$ cat config.mk
export PLATFORM = sky130hd
export DESIGN_NAME = imem_fetch
export DESIGN_NICKNAME = d
export VERILOG_FILES = /design/src/rtl/imem_fetch.sv
export SDC_FILE = /design/constraint.sdc
export NUM_CORES = 1
export LEC_CHECK = 0
export BUFFER_PORTS_ARGS = -buffer_cell sky130_fd_sc_hd__buf_2
export CORE_UTILIZATION = 30
export CTS_CLUSTER_DIAMETER = 60
export CTS_CLUSTER_SIZE = 40
export DETAILED_ROUTE_END_ITERATION = 10
export GPL_ROUTABILITY_DRIVEN = 0
export PLACE_DENSITY = 0.52
export RECOVER_POWER = 100
export SYNTH_ARGS = -nofsm -noshare
export SYNTH_HDL_FRONTEND = slang
export SYNTH_SLANG_ARGS = --single-unit
$ cat constraint.sdc
create_clock -name clk -period 8.06 [get_ports clk]
set_input_delay 1.612 -clock clk [delete_from_list [all_inputs] [get_ports clk]]
set_output_delay 1.612 -clock clk [all_outputs]
set_load 0.01 [all_outputs]
$ cat src/rtl/imem_fetch.sv
// Instruction fetch unit: walks the program counter through imem, buffers
// fetched words with their PCs in a small prefetch FIFO, and hands them to
// decode over a valid/ready handshake. A redirect flushes the FIFO and
// restarts fetch at the branch target.
module imem_fetch #(
    parameter int unsigned         PC_W     = 64,
    parameter int unsigned         DEPTH    = 4,
    parameter logic [PC_W-1:0]     RESET_PC = '0
) (
    input  logic                       clk,
    input  logic                       reset,
    output logic [5:0]                 imem_addr,
    input  logic [31:0]                imem_q,
    output logic                       out_valid,
    input  logic                       out_ready,
    output logic [31:0]                out_instr,
    output logic [PC_W-1:0]            out_pc,
    input  logic                       redirect,
    input  logic [PC_W-1:0]            redirect_pc,
    output logic [$clog2(DEPTH):0]     count
);

    localparam int unsigned AW = $clog2(DEPTH);
    localparam int unsigned CW = AW + 1;

    logic [PC_W-1:0] fetch_pc_q, fetch_pc_d;
    logic [AW-1:0]   head_q, head_d;
    logic [AW-1:0]   tail_q, tail_d;
    logic [CW-1:0]   count_q, count_d;

    logic [PC_W-1:0] mem_pc_q    [DEPTH];
    logic [PC_W-1:0] mem_pc_d    [DEPTH];
    logic [31:0]     mem_instr_q [DEPTH];
    logic [31:0]     mem_instr_d [DEPTH];

    logic pop;
    logic push;
    logic unused_redirect_lsbs;

    // The low two bits of a redirect target are forced to zero, so they are never read.
    assign unused_redirect_lsbs = ^redirect_pc[1:0];

    // Handshake decode: a flush blocks the push, and a full FIFO only accepts a new word when the head leaves.
    always_comb begin
        pop  = out_valid & out_ready;
        push = ~redirect & ((count_q < CW'(DEPTH)) | pop);
    end

    // Next-state for the fetch PC, pointers and occupancy; redirect overrides everything.
    always_comb begin
        fetch_pc_d = fetch_pc_q;
        head_d     = head_q;
        tail_d     = tail_q;
        count_d    = count_q;
        if (redirect) begin
            fetch_pc_d = {redirect_pc[PC_W-1:2], 2'b00};
            head_d     = '0;
            tail_d     = '0;
            count_d    = '0;
        end else begin
            if (push) begin
                fetch_pc_d = fetch_pc_q + PC_W'(4);
                tail_d     = tail_q + AW'(1);
            end
            if (pop) begin
                head_d = head_q + AW'(1);
            end
            count_d = count_q + CW'(push) - CW'(pop);
        end
    end

    // Next-state for the FIFO storage: the word read at fetch_pc lands at the tail on a push.
    always_comb begin
        for (int i = 0; i < int'(DEPTH); i++) begin
            mem_pc_d[i]    = mem_pc_q[i];
            mem_instr_d[i] = mem_instr_q[i];
        end
        if (push) begin
            mem_pc_d[tail_q]    = fetch_pc_q;
            mem_instr_d[tail_q] = imem_q;
        end
    end

    // Control state register with asynchronous reset back to the reset PC and an empty FIFO.
    always_ff @(posedge clk or posedge reset) begin
        if (reset) begin
            fetch_pc_q <= RESET_PC;
            head_q     <= '0;
            tail_q     <= '0;
            count_q    <= '0;
        end else begin
            fetch_pc_q <= fetch_pc_d;
            head_q     <= head_d;
            tail_q     <= tail_d;
            count_q    <= count_d;
        end
    end

    // Storage register; contents are meaningless while the entry is not occupied, so no reset.
    always_ff @(posedge clk) begin
        mem_pc_q    <= mem_pc_d;
        mem_instr_q <= mem_instr_d;
    end

    // Outputs come only from registered state; the head is masked to zero whenever the FIFO is empty.
    always_comb begin
        imem_addr = fetch_pc_q[7:2];
        out_valid = (count_q != '0);
        count     = count_q;
        out_instr = '0;
        out_pc    = '0;
        if (out_valid) begin
            out_instr = mem_instr_q[head_q];
            out_pc    = mem_pc_q[head_q];
        end
    end

endmodule

### Yosys cells after proc, flatten, opt, wreduce, memory -nomap -nowiden

Index checks and enable logic that the tools add are counted.

| operators by class | value |
|---|---|
| add/subtract/negate cells | 5 |
| order comparisons | 4 |
| muxes and demuxes | 21 |
| bitwise logic cells | 6 |
| reduce and logical (&&, ||, !) cells | 4 |

Operator list:

| operator | count |
|---|---|
| $mux W64 | 6 |
| $bwmux W256 | 1 |
| $bmux W64 S2 | 1 |
| $bwmux W128 | 1 |
| $demux W64 S2 | 1 |
| $mux W32 | 4 |
| $add A64 B3 Y64 const B | 1 |
| $bmux W32 S2 | 1 |
| $demux W32 S2 | 1 |
| $mux W2 | 4 |
| $ge A3 B3 Y1 const B | 2 |
| $not A2 Y3 | 2 |
| $add A2 B1 Y2 const B | 2 |
| $reduce_bool A2 Y1 | 2 |
| $add A3 B1 Y3 | 1 |
| $lt A3 B1 Y1 const B | 1 |
| $lt A3 B3 Y1 const B | 1 |
| $mux W3 | 1 |
| $reduce_bool A3 Y1 | 1 |
| $sub A3 B1 Y3 | 1 |
| $and A1 B1 Y1 | 2 |
| $logic_and A1 B1 Y1 | 1 |
| $not A1 Y1 | 1 |
| $or A1 B1 Y1 | 1 |

| word-level totals | value |
|---|---|
| flip-flop bits (word level) | 455 |
| input bits | 100 |
| output and inout port bits | 106 |
| logic and storage cells | 52 |

### Logic depth before layout (Yosys ltp)

Gate-level depths: netlist (run 1).

| depth | value |
|---|---|
| word-level depth | 7 |
| depth in mapped cells | 12 |
| gate-level depth less buffers | 10 |

### Worst setup path after synthesis (run 1)

No wires, ideal clock.

| timing path | value |
|---|---|
| kind | input port to flip-flop |
| start | in redirect |
| end | reg mem_instr_q[100] in the netlist's numbering (enable) |
| library setup time | 0.464 ns |
| arrival | 4.441 ns |
| data required time | 7.596 ns |
| slack | 3.155 ns |
| stages on the path | 4 |
| buffers on the path | 2 |
| path through | clkbuf_1 -> inv_1 -> clkbuf_1 -> and3_1 |

| on the way | value |
|---|---|
| word-level cells in the longest chain between the ends | 2 |

Ends and longest elaborated chain:

| element | line | source |
|---|---|---|
| from (decl) | 18 | `input logic redirect,` |
| $not A1 Y1 | 46 | `push = ~redirect & ((count_q < CW'(DEPTH)) \| pop);` |
| $and A1 B1 Y1 | 46 |  |
| to (signal assigned) | 102 | `mem_instr_q <= mem_instr_d;` |
| to (decl) | 33 | `logic [31:0] mem_instr_q [DEPTH];` |

Every way passes these cells.
A chain may end at the register's enable or synchronous reset.

### Final worst setup path (run 1)

| timing path | value |
|---|---|
| start | reg head_q[1] |
| end | out out_instr[0] |

| on the way | value |
|---|---|
| word-level cells in the longest chain between the ends | 5 |

Ends and longest elaborated chain:

| element | line | source |
|---|---|---|
| from (decl) | 27 | `logic [AW-1:0] head_q, head_d;` |
| from (signal assigned) | 88 | `head_q <= '0;` |
| from (signal assigned) | 93 | `head_q <= head_d;` |
| $not A2 Y3 (implied by the code) | 113 | `out_instr = mem_instr_q[head_q];` |
| $bmux W32 S2 | 113 |  |
| $mux W32 (implied by the code) (2 in a row) | 113 |  |
| $mux W32 | 112 | `if (out_valid) begin` |
| to (decl) | 16 | `output logic [31:0] out_instr,` |

Every way passes these cells. The select of a mux whose other input is x is not followed.

==> run summary, run 1 <==
The number of global-route vias before repair was 10500; the die span in y was 249 µm. The global-route wire length before repair is 68.8 mm, and the number of buffers inserted by port buffering is 201. The tools report the post-route non-filler standard cell count as 2100. The tree built by TritonCTS fans out to 445 sinks. In the layout the commonest cells are sky130_fd_sc_hd__edfxtp_1 (376), sky130_fd_sc_hd__buf_2 (108), sky130_fd_sc_hd__clkbuf_1 (99). The area fraction of the dominant cell type after synthesis is 0.616, and the total net switching power is 1.96 mW. The run gives 570 ps as the worst-skew pair later-pin latency. The run gives -1.23 as the relative slew slack.

The library cell used most frequently in the layout, excluding fill and tap cells, is sky130_fd_sc_hd__edfxtp_1. For this run, design rule violations remaining after detail routing come to 0. Summing all non-filler instances in the final layout gives an area of 21300 µm². The sequential cells in the finished layout cover a total of 13000 µm². For this run, the slowest stage of the critical path takes 2390 ps. For the total core area, the log shows 60400 µm². The worst reg2reg path depth was 3. The number of nets at the end of the flow is 1397, and the number of instances on the worst hold path is 0. The final critical-path share of the clock period works out to 0.764. The tools report the number of buffers inserted by hold repair at cts as 0. The run gives 0.148 as the global-route total usage across every layer. TritonCTS built the clock tree. The flow ran to the end, but the final reports show violations. The setup total negative slack was 0 ps; the horizontal extent of the die was 249 µm.

The clock network fraction of total power was 0.293; the post-layout worst setup margin was 1910 ps. The logs give 0 for the final-report setup violation count and 4 for the first-pass iteration count of the detailed router. The number of logic stages on the critical path including buffering was 4; the clock buffer count from CTS was 36.

Post-synthesis cell count: 1098. At the pin with the least slew margin, the transition time is 3340 ps. The run gives 4540 ps as the data arrival time of the worst path. Buffers added to address setup during post-CTS repair amount to 0.

After synthesis, the cell types taking the most area are sky130_fd_sc_hd__edfxtp_1 (62%), sky130_fd_sc_hd__mux4_2 (12%), sky130_fd_sc_hd__dfrtp_1 (9.4%), sky130_fd_sc_hd__and2_1 (3.3%), sky130_fd_sc_hd__nand2_1 (1.5%). The cell sitting at the root of the clock tree is a sky130_fd_sc_hd__clkbuf_16. In this run, the number of DRC markers left after iteration 0 of detailed routing was 665. In this run, synthesis produced a sequential element count of 445. The HPWL after detailed placement is 28.2 mm. The mean number of vias per cell was 4.92; the pre-CTS worst setup slack was 3630 ps. The worst hold path belongs to the class reg -> reg. The ratio of total power to cell area came out at 299 nW/µm². The switching share of total power is 0.308, and the post-route antenna net violation count is 0.

The post-placement cell count was 2033; the final critical-path required period was 6150 ps. Relative to the synthesized area, the layout overhead comes to 16.2%. Once placement finished, the instance area stood at 20200 µm². The tools report the largest net degree at the start of global routing as 68.

The tool flagged a number of max-cap violations equal to 9. The detailed-route wire length per cell was 21.8 µm; the overall routed net length was 45.9 mm. The number of antenna violations at the first check in global routing is 2. Cell internal power was estimated by the tool at 4.40 mW.

The number of different library cells in the post-synthesis netlist came out at 42. The die covers 62100 µm². For the multi-input gate area in the final layout, the log shows 4980 µm².

On the critical path the largest part of the delay comes from flip-flops. The worst-case IR drop observed on VDD is 0.000127 V. The warning count from the yosys run came out at 0.

The clock arrives with 32.9 ps of skew. In this run the count of I/O pins placed on the die edge is 206. Combined buffer and inverter count along the critical path: 2. The run gives 90 as the number of rows created at floorplan. The tools report the CTS H-tree depth as 2. In this run, synthesis inferred 376 flip-flops with an integrated enable. The async set or reset register ratio after synthesis works out to 0.155. Maximum clock insertion buffer count: 3. Of all cell types, the one taking the most synthesized area is sky130_fd_sc_hd__edfxtp_1. The worst setup path is of the reg -> out kind.

The count of final hold-check violations was 0; the via count of the routed design was 10300. The maximum net fanout on the critical path was 58. Setup repair after global routing left no endpoint under its margin. On the critical path, the stage with the largest delay is an instance of sky130_fd_sc_hd__dfrtp_1. The post-cts resize count is 0. The final reports fail on capacitance limit, slew limit. Area of the mapped netlist: 18300 µm².

The capturing element type of the critical path is a primary output. For this design the static power due to leakage is 6.93 nW. The tools report the register share of total power as 0.473. The share of final-layout standard cells stronger than drive strength 1 works out to 0.216. Traced cell by cell, the critical path runs through buf_4, mux4_2, and2_0, buf_2.

The fill cell instance count of the final layout was 5815; the initial core utilization was 0.304. The run gives 0.710 as the share of synthesized area occupied by flip-flops and latches. The logs give 0.234 for the combinational fraction of design power and 481 for the final number of max-transition violations. The tools report the critical path required time as 6450 ps. The most common flop cell mapped by yosys was sky130_fd_sc_hd__edfxtp_1.

Global routing finished with a remaining overflow of 0. Startpoint type of the worst setup path: a flip-flop. Timing would allow up to 162 MHz.

Clock-pin slew on the worst setup and hold paths: 80 ps. In this run the mean area of a mapped cell was 16.7 µm².
-- synthesized netlist by cell type, types with 8 or more instances --
cell,number
sky130_fd_sc_hd__xnor2_1,27
sky130_fd_sc_hd__or4_1,17
sky130_fd_sc_hd__and2_1,96
sky130_fd_sc_hd__or3_1,11
sky130_fd_sc_hd__o21ai_0,45
sky130_fd_sc_hd__edfxtp_1,376
sky130_fd_sc_hd__buf_4,8
sky130_fd_sc_hd__and3_1,9
sky130_fd_sc_hd__dfrtp_1,69
sky130_fd_sc_hd__clkbuf_1,41
sky130_fd_sc_hd__buf_1,13
sky130_fd_sc_hd__a31oi_1,14
sky130_fd_sc_hd__nor4_1,13
sky130_fd_sc_hd__nand3_1,32
sky130_fd_sc_hd__mux4_2,94
sky130_fd_sc_hd__nand4_1,26
sky130_fd_sc_hd__o31ai_1,8
sky130_fd_sc_hd__nor2_1,34
sky130_fd_sc_hd__nand2_1,74
sky130_fd_sc_hd__xor2_1,16
sky130_fd_sc_hd__nor3_1,18
sky130_fd_sc_hd__inv_1,16
-- per-layer routing --
metal / up-vias / wire length [µm] / GRT usage
li1: 4648 / - / -
met1: 5373 / 20400 / 0.200
met2: 240 / 22300 / 0.243
met3: 76 / 1950 / 0.0285
met4: 2 / 1170 / 0.0423
met5: - / 13 / 0
-- stage by stage --
stage / power [mW] / hold WS (ps) / utilization
2_1_floorplan: 3.99 / 474 / -
5_1_grt: 6.70 / 597 / 0.353
3_5_place_dp: 4.65 / 549 / 0.335
4_1_cts: 6.53 / 568 / 0.355
3_3_place_gp: 4.63 / 529 / 0.335
6_report: 6.37 / 576 / 0.353
-- sequential cells by signal, indices dropped and copies added, names as in the netlist --
signal	flops
head_q	2
mem_instr_q	128
count	3
tail_q	2
mem_pc_q	248
fetch_pc_q	62
-- power by group through the flow --
stage,Sequential [mW],Combinational [mW],Clock (mW)
6_report,3.01,1.49,1.86
5_1_grt,3.06,1.63,2.01
4_1_cts,3.02,1.59,1.93
3_5_place_dp,3.07,1.58,0
3_3_place_gp,3.05,1.58,0
2_1_floorplan,2.95,1.04,0
-- worst paths after layout --
kind                                                  from                         to  slack (ps)
worst max-delay path                 head_q[1]$_DFFE_PP0P_               out_instr[0]        1910
worst min-delay path            fetch_pc_q[59]$_DFFE_PP0N_     mem_pc_q[59]$_DFFE_PP_         580
worst max register to register          count[2]$_DFF_PP0_  mem_instr_q[63]$_DFFE_PP_        3280
worst min register to register  fetch_pc_q[59]$_DFFE_PP0N_     mem_pc_q[59]$_DFFE_PP_         580
max in group asynchronous                            reset      head_q[0]$_DFFE_PP0P_        5870
min in group asynchronous                            reset  fetch_pc_q[7]$_DFFE_PP0N_         930
-- final cells by class --
class | count | area share
inverter | 16 | 0.00282
clock inverter | 26 | 0.0135
sequential | 445 | 0.612
antenna | 1 | 0.000118
timing repair buffer | 216 | 0.0470
tap | 782 | 0.0460
multi-input combinational | 574 | 0.234
clock buffer | 40 | 0.0450
-- kinds of logic (layout without fill, tap and decap cells) --
kind of cell	Yosys count	count (layout)	synth area share
adder cells (fa/ha/maj)	8	8	0.00587
buffers and inverters	80	298	0.0182
flip-flops	445	445	0.710
AND/OR/NAND/NOR	346	346	0.103
AO/OA/AOI/OAI	78	78	0.0249
multiplexers	97	97	0.117
other	1	3	0.000205
XOR/XNOR	43	43	0.0206
No activity file was read; power rests on OpenSTA's default activity.
==> run 2, diff against run 1 <==
--- a/config.mk
+++ b/config.mk
@@ -5,6 +5,7 @@
 export SDC_FILE = /design/constraint.sdc
 export NUM_CORES = 1
 export LEC_CHECK = 0
+export ABC_AREA = 1
 export BUFFER_PORTS_ARGS = -buffer_cell sky130_fd_sc_hd__buf_2
 export CORE_UTILIZATION = 30
 export CTS_CLUSTER_DIAMETER = 60
==> constraint.sdc (replaced) <==
create_clock -name clk -period 6.25 [get_ports clk]
set_input_delay 1.25 -clock clk [delete_from_list [all_inputs] [get_ports clk]]
set_output_delay 1.25 -clock clk [all_outputs]
set_load 0.01 [all_outputs]
==> run 2 against run 1 <==
The run still ends with capacitance limit, slew limit left. Area after synthesis grew 7.3%. Total power grew 39%. Count of clock-buffer cells in the layout is the same. Sequential share of layout area shrank 3.4 points. Design area grew 6.0%. Hold slack lost 4.8 ps. Critical path type unchanged. Largest power group unchanged.
==> run summary, run 2 <==
The run finished, with violations left. Violated checks: capacitance limit, slew limit (unchanged). The final number of max-transition violations is 435 (was 481), and the post-synthesis cell count is 1903 (was 1098). The critical register-to-register path startpoint is count[2]$_DFF_PP0_ (unchanged).

The critical path required time is 5000 ps (was 6450 ps), and the highest clock rate is 196 MHz. Setup repair after global routing left no endpoint under its margin. The run gives 0 (unchanged) as the post-route antenna net violation count. The cell with the most instances after synthesis is sky130_fd_sc_hd__nor2_1 (was sky130_fd_sc_hd__edfxtp_1).

For the peak supply drop, the log shows 0.000167 V (was 0.000127 V). The area fraction of the dominant cell type after synthesis came out at 0.575 (was 0.616). The actual transition at the worst max-transition pin was 2980 ps (was 3340 ps); the clock buffer count from CTS was 36 (unchanged). The run gives 44 (was 42) as the number of different library cells in the post-synthesis netlist. The number of buffers inserted by port buffering works out to 201 (unchanged). The run gives 26.5 ps (was 32.9 ps) as the clock skew after layout. The tools report the CTS root buffer as sky130_fd_sc_hd__clkbuf_16 (unchanged). The overall routed net length is 56.4 mm (was 45.9 mm). The static leakage power is 7.93 nW (was 6.93 nW). The total core area came out at 64600 µm² (was 60400 µm²).

Clock-pin slew on the worst setup and hold paths: 80 ps (about the same). Class of the tightest hold or removal check: reg -> reg (unchanged). The async set or reset register ratio after synthesis was 0.155 (unchanged); the remaining routing DRC violations was 0 (unchanged). For the worst-skew pair later-pin latency, the log shows 570 ps (about the same). The ratio of total power to cell area works out to 394 nW/µm² (was 299 nW/µm²).

The number of nets at the end of the flow was 2175 (was 1397); the maximum clock insertion buffer count was 3 (unchanged). The endpoint of the worst-slack reg-to-reg timing path was mem_pc_q[253]$_DFFE_PP_ (was mem_instr_q[63]$_DFFE_PP_). The total global routing overflow is 0 (unchanged), and the utilization after layout is 0.349 (was 0.353). Relative slew slack: -0.990 (was -1.23). The run gives 35.4 mm (was 28.2 mm) as the half-perimeter wire length after detailed placement. The number of flip-flops in the largest register came out at 248 (unchanged).

The initial core utilization is 0.304 (about the same), and the number of synthesized register bits is 445 (unchanged). The count of final hold-check violations came out at 0 (unchanged). Most common flop cell mapped by yosys: sky130_fd_sc_hd__edfxtp_1 (unchanged). The I/O pin count was 206 (unchanged); the detailed-route wire length per cell was 19.1 µm (was 21.8 µm).

The final critical-path share of the clock period was 0.815. Number of instances on the worst hold path: 1 (was 0). TritonCTS built the clock tree.

The CTS H-tree depth was 2 (unchanged). The final-report setup violation count was 0 (unchanged); the area overhead of the layout relative to synthesis was 14.8% (was 16.2%). The end point of the worst hold path was tail_q[0]$_DFFE_PP0N_ (was mem_pc_q[59]$_DFFE_PP_).

The tools report the hold path startpoint as tail_q[0]$_DFFE_PP0N_ (was fetch_pc_q[59]$_DFFE_PP0N_). The logs give 2070 ps (was 3630 ps) for the pre-CTS worst setup slack and 0 (unchanged) for the warning count from the yosys run. Synth top cells by count: sky130_fd_sc_hd__nor2_1 (501), sky130_fd_sc_hd__edfxtp_1 (376), sky130_fd_sc_hd__nand2_1 (259) (was sky130_fd_sc_hd__edfxtp_1 (376), sky130_fd_sc_hd__and2_1 (96), sky130_fd_sc_hd__mux4_2 (94)).

The run gives 3850 ps (was 4540 ps) as the data arrival time of the worst path. The logs give 6 (was 2) for the number of antenna violations at the first check in global routing and 0 (unchanged) for the number of buffers inserted by hold repair at cts. The global-route total usage across every layer came out at 0.168 (was 0.148). The post-cts resize count was 0 (unchanged); the share of synthesized area occupied by flip-flops and latches was 0.662 (was 0.710).

Regs by FF count: mem_pc_q: 248 flops, mem_instr_q: 128 flops, fetch_pc_q: 62 flops (unchanged). The mean instance size in the synthesized netlist is 10.3 µm² (was 16.7 µm²), and the number of flops mapped to enable cells by yosys is 376 (unchanged). Horizontal extent of the die: 258 µm (was 249 µm).

Top library cells by usage in the layout, fill and taps aside: sky130_fd_sc_hd__nor2_1 (502), sky130_fd_sc_hd__edfxtp_1 (376), sky130_fd_sc_hd__nand2_1 (262) (was sky130_fd_sc_hd__edfxtp_1 (376), sky130_fd_sc_hd__buf_2 (108), sky130_fd_sc_hd__clkbuf_1 (99)). The share of final-layout standard cells stronger than drive strength 1 was 0.0860 (was 0.216). For the global-route wire length before repair, the log shows 84.6 mm (was 68.8 mm).

The worst reg-to-reg setup slack is 1890 ps (was 3280 ps), and the post-route non-filler standard cell count is 2949 (was 2100). Library cell with the largest summed area after synthesis: sky130_fd_sc_hd__edfxtp_1 (unchanged). The first-pass iteration count of the detailed router is 5 (was 4), and the final critical-path required period is 5100 ps. The area of the die was 66500 µm² (was 62100 µm²).

The maximum net fanout on the critical path is 37 (was 58). The commonest non-fill, non-tap cell in the layout is sky130_fd_sc_hd__nor2_1 (was sky130_fd_sc_hd__edfxtp_1). The max-capacitance violation count was 10 (was 9); the overall power after layout was 8.88 mW (was 6.37 mW).

The tools report the final instance area as 22600 µm² (was 21300 µm²). Number of buffers inserted to repair setup after CTS: 0 (unchanged). Biggest area contributors in the synthesized netlist: sky130_fd_sc_hd__edfxtp_1 (57%), sky130_fd_sc_hd__nor2_1 (9.6%), sky130_fd_sc_hd__dfrtp_1 (8.8%), sky130_fd_sc_hd__nand2_1 (4.9%), sky130_fd_sc_hd__o21ai_0 (4.9%) (was sky130_fd_sc_hd__edfxtp_1 (62%), sky130_fd_sc_hd__mux4_2 (12%), sky130_fd_sc_hd__dfrtp_1 (9.4%), sky130_fd_sc_hd__and2_1 (3.3%), sky130_fd_sc_hd__nand2_1 (1.5%)).

The clock sink count is 445 (unchanged). The number of rows created at floorplan is 93 (was 90). The post-placement cell count was 2884 (was 2033); the fill cell instance count of the final layout was 6506 (was 5815). The mean number of vias per cell was 4.77 (was 4.92); the post-layout worst setup margin was 1150 ps (was 1910 ps). Via count of the routed design: 14100 (was 10300). Initial DRC count: 1001 (was 665).

The run gives 105 (was 68) as the largest net degree at the start of global routing. Register containing the most flip-flops in the final layout: mem_pc_q (unchanged). The startpoint type of the worst setup path is a flip-flop (unchanged). The die span in y works out to 258 µm (was 249 µm). The run gives 19700 µm² (was 18300 µm²) as the area of the mapped netlist.

The worst reg2reg path depth works out to 5 (was 3). The instance area at placement is 21600 µm² (was 20200 µm²). The tools report the number of global-route vias before repair as 13600 (was 10500).

The tools report the capturing element type of the critical path as a primary output (unchanged). The category of the critical setup timing path is reg -> out (unchanged).
-- run 2: changes by cell type after synthesis, moves of 58 or more --
cell / previous run / this run
sky130_fd_sc_hd__nand2_1: 74 / 259
sky130_fd_sc_hd__and2_1: 96 / 3
sky130_fd_sc_hd__nor2_1: 34 / 501
sky130_fd_sc_hd__inv_1: 16 / 74
sky130_fd_sc_hd__a21oi_1: 2 / 105
sky130_fd_sc_hd__o21ai_0: 45 / 192
sky130_fd_sc_hd__mux4_2: 94 / 0
-- run 2: worst max-delay path by stage --
stage                                     endpoint  slack (ps)             startpoint  depth (start not counted)
after floorplan           mem_instr_q[0]$_DFFE_PP_         -30              out_ready                          5
after global placement                  out_pc[44]        2050  head_q[1]$_DFFE_PP0P_                          6
after detailed placement                out_pc[44]        2070  head_q[1]$_DFFE_PP0P_                          6
after CTS                               out_pc[44]        1450  head_q[1]$_DFFE_PP0P_                          6
after global routing                    out_pc[38]         860     count[1]$_DFF_PP0_                          6
final                                   out_pc[50]        1150     count[1]$_DFF_PP0_                          6
-- run 2: kinds of logic (layout without fill, tap and decap cells) --
family                     count (synthesis)  after routing  share of synthesized area
other                                      1              3                   0.000191
xor gates and xnor gates                  24             24                     0.0107
DFF                                      445            445                      0.662
adders and majority gates                  8              8                    0.00548
AOI/OAI and AO/OA                        373            373                      0.101
buffers and inverters                    176            365                     0.0377
and+or+nand+nor                          876            876                      0.183
-- run 2: report_power, final --
part	internal (mW)	switching, mW	total (mW)
Clock	1.23	1.21	2.44
Combinational	0.668	1.71	2.38
Sequential	3.72	0.346	4.06
Total	5.61	3.27	8.88
-- run 2: critical path, stage by stage, from the launching register on --
cell and delay, ps:
sky130_fd_sc_hd__dfrtp_1 430, sky130_fd_sc_hd__nor2_1 100, sky130_fd_sc_hd__inv_1 60, sky130_fd_sc_hd__nor2_1 440
sky130_fd_sc_hd__clkbuf_1 1690, sky130_fd_sc_hd__a21oi_1 300, sky130_fd_sc_hd__clkbuf_1 240
-- run 2: metal layers --
metal / vias up / routed length [µm] / GRT usage
met1: 6814 / 24600 / 0.219
li1: 6827 / - / -
met5: - / 64 / 0
met4: 10 / 1440 / 0.0482
met3: 85 / 2730 / 0.0281
met2: 316 / 27600 / 0.286
-- run 2: final cells by class --
type | instances | area, µm² | area share
sequential | 445 | 13000 | 0.577
antenna | 1 | 2.50 | 0.000111
tap | 855 | 1070 | 0.0474
clock buffer | 40 | 947 | 0.0420
multi-input combinational | 1283 | 5880 | 0.261
clock inverter | 24 | 337 | 0.0149
inverter | 77 | 290 | 0.0129
timing repair buffer | 224 | 1010 | 0.0449
-- run 2: per-stage QoR --
step           setup TNS, ps  hold slack (ps)
2_1_floorplan         -12980              514
3_3_place_gp               0              537
3_5_place_dp               0              561
4_1_cts                    0              576
5_1_grt                    0              628
6_report                   0              571
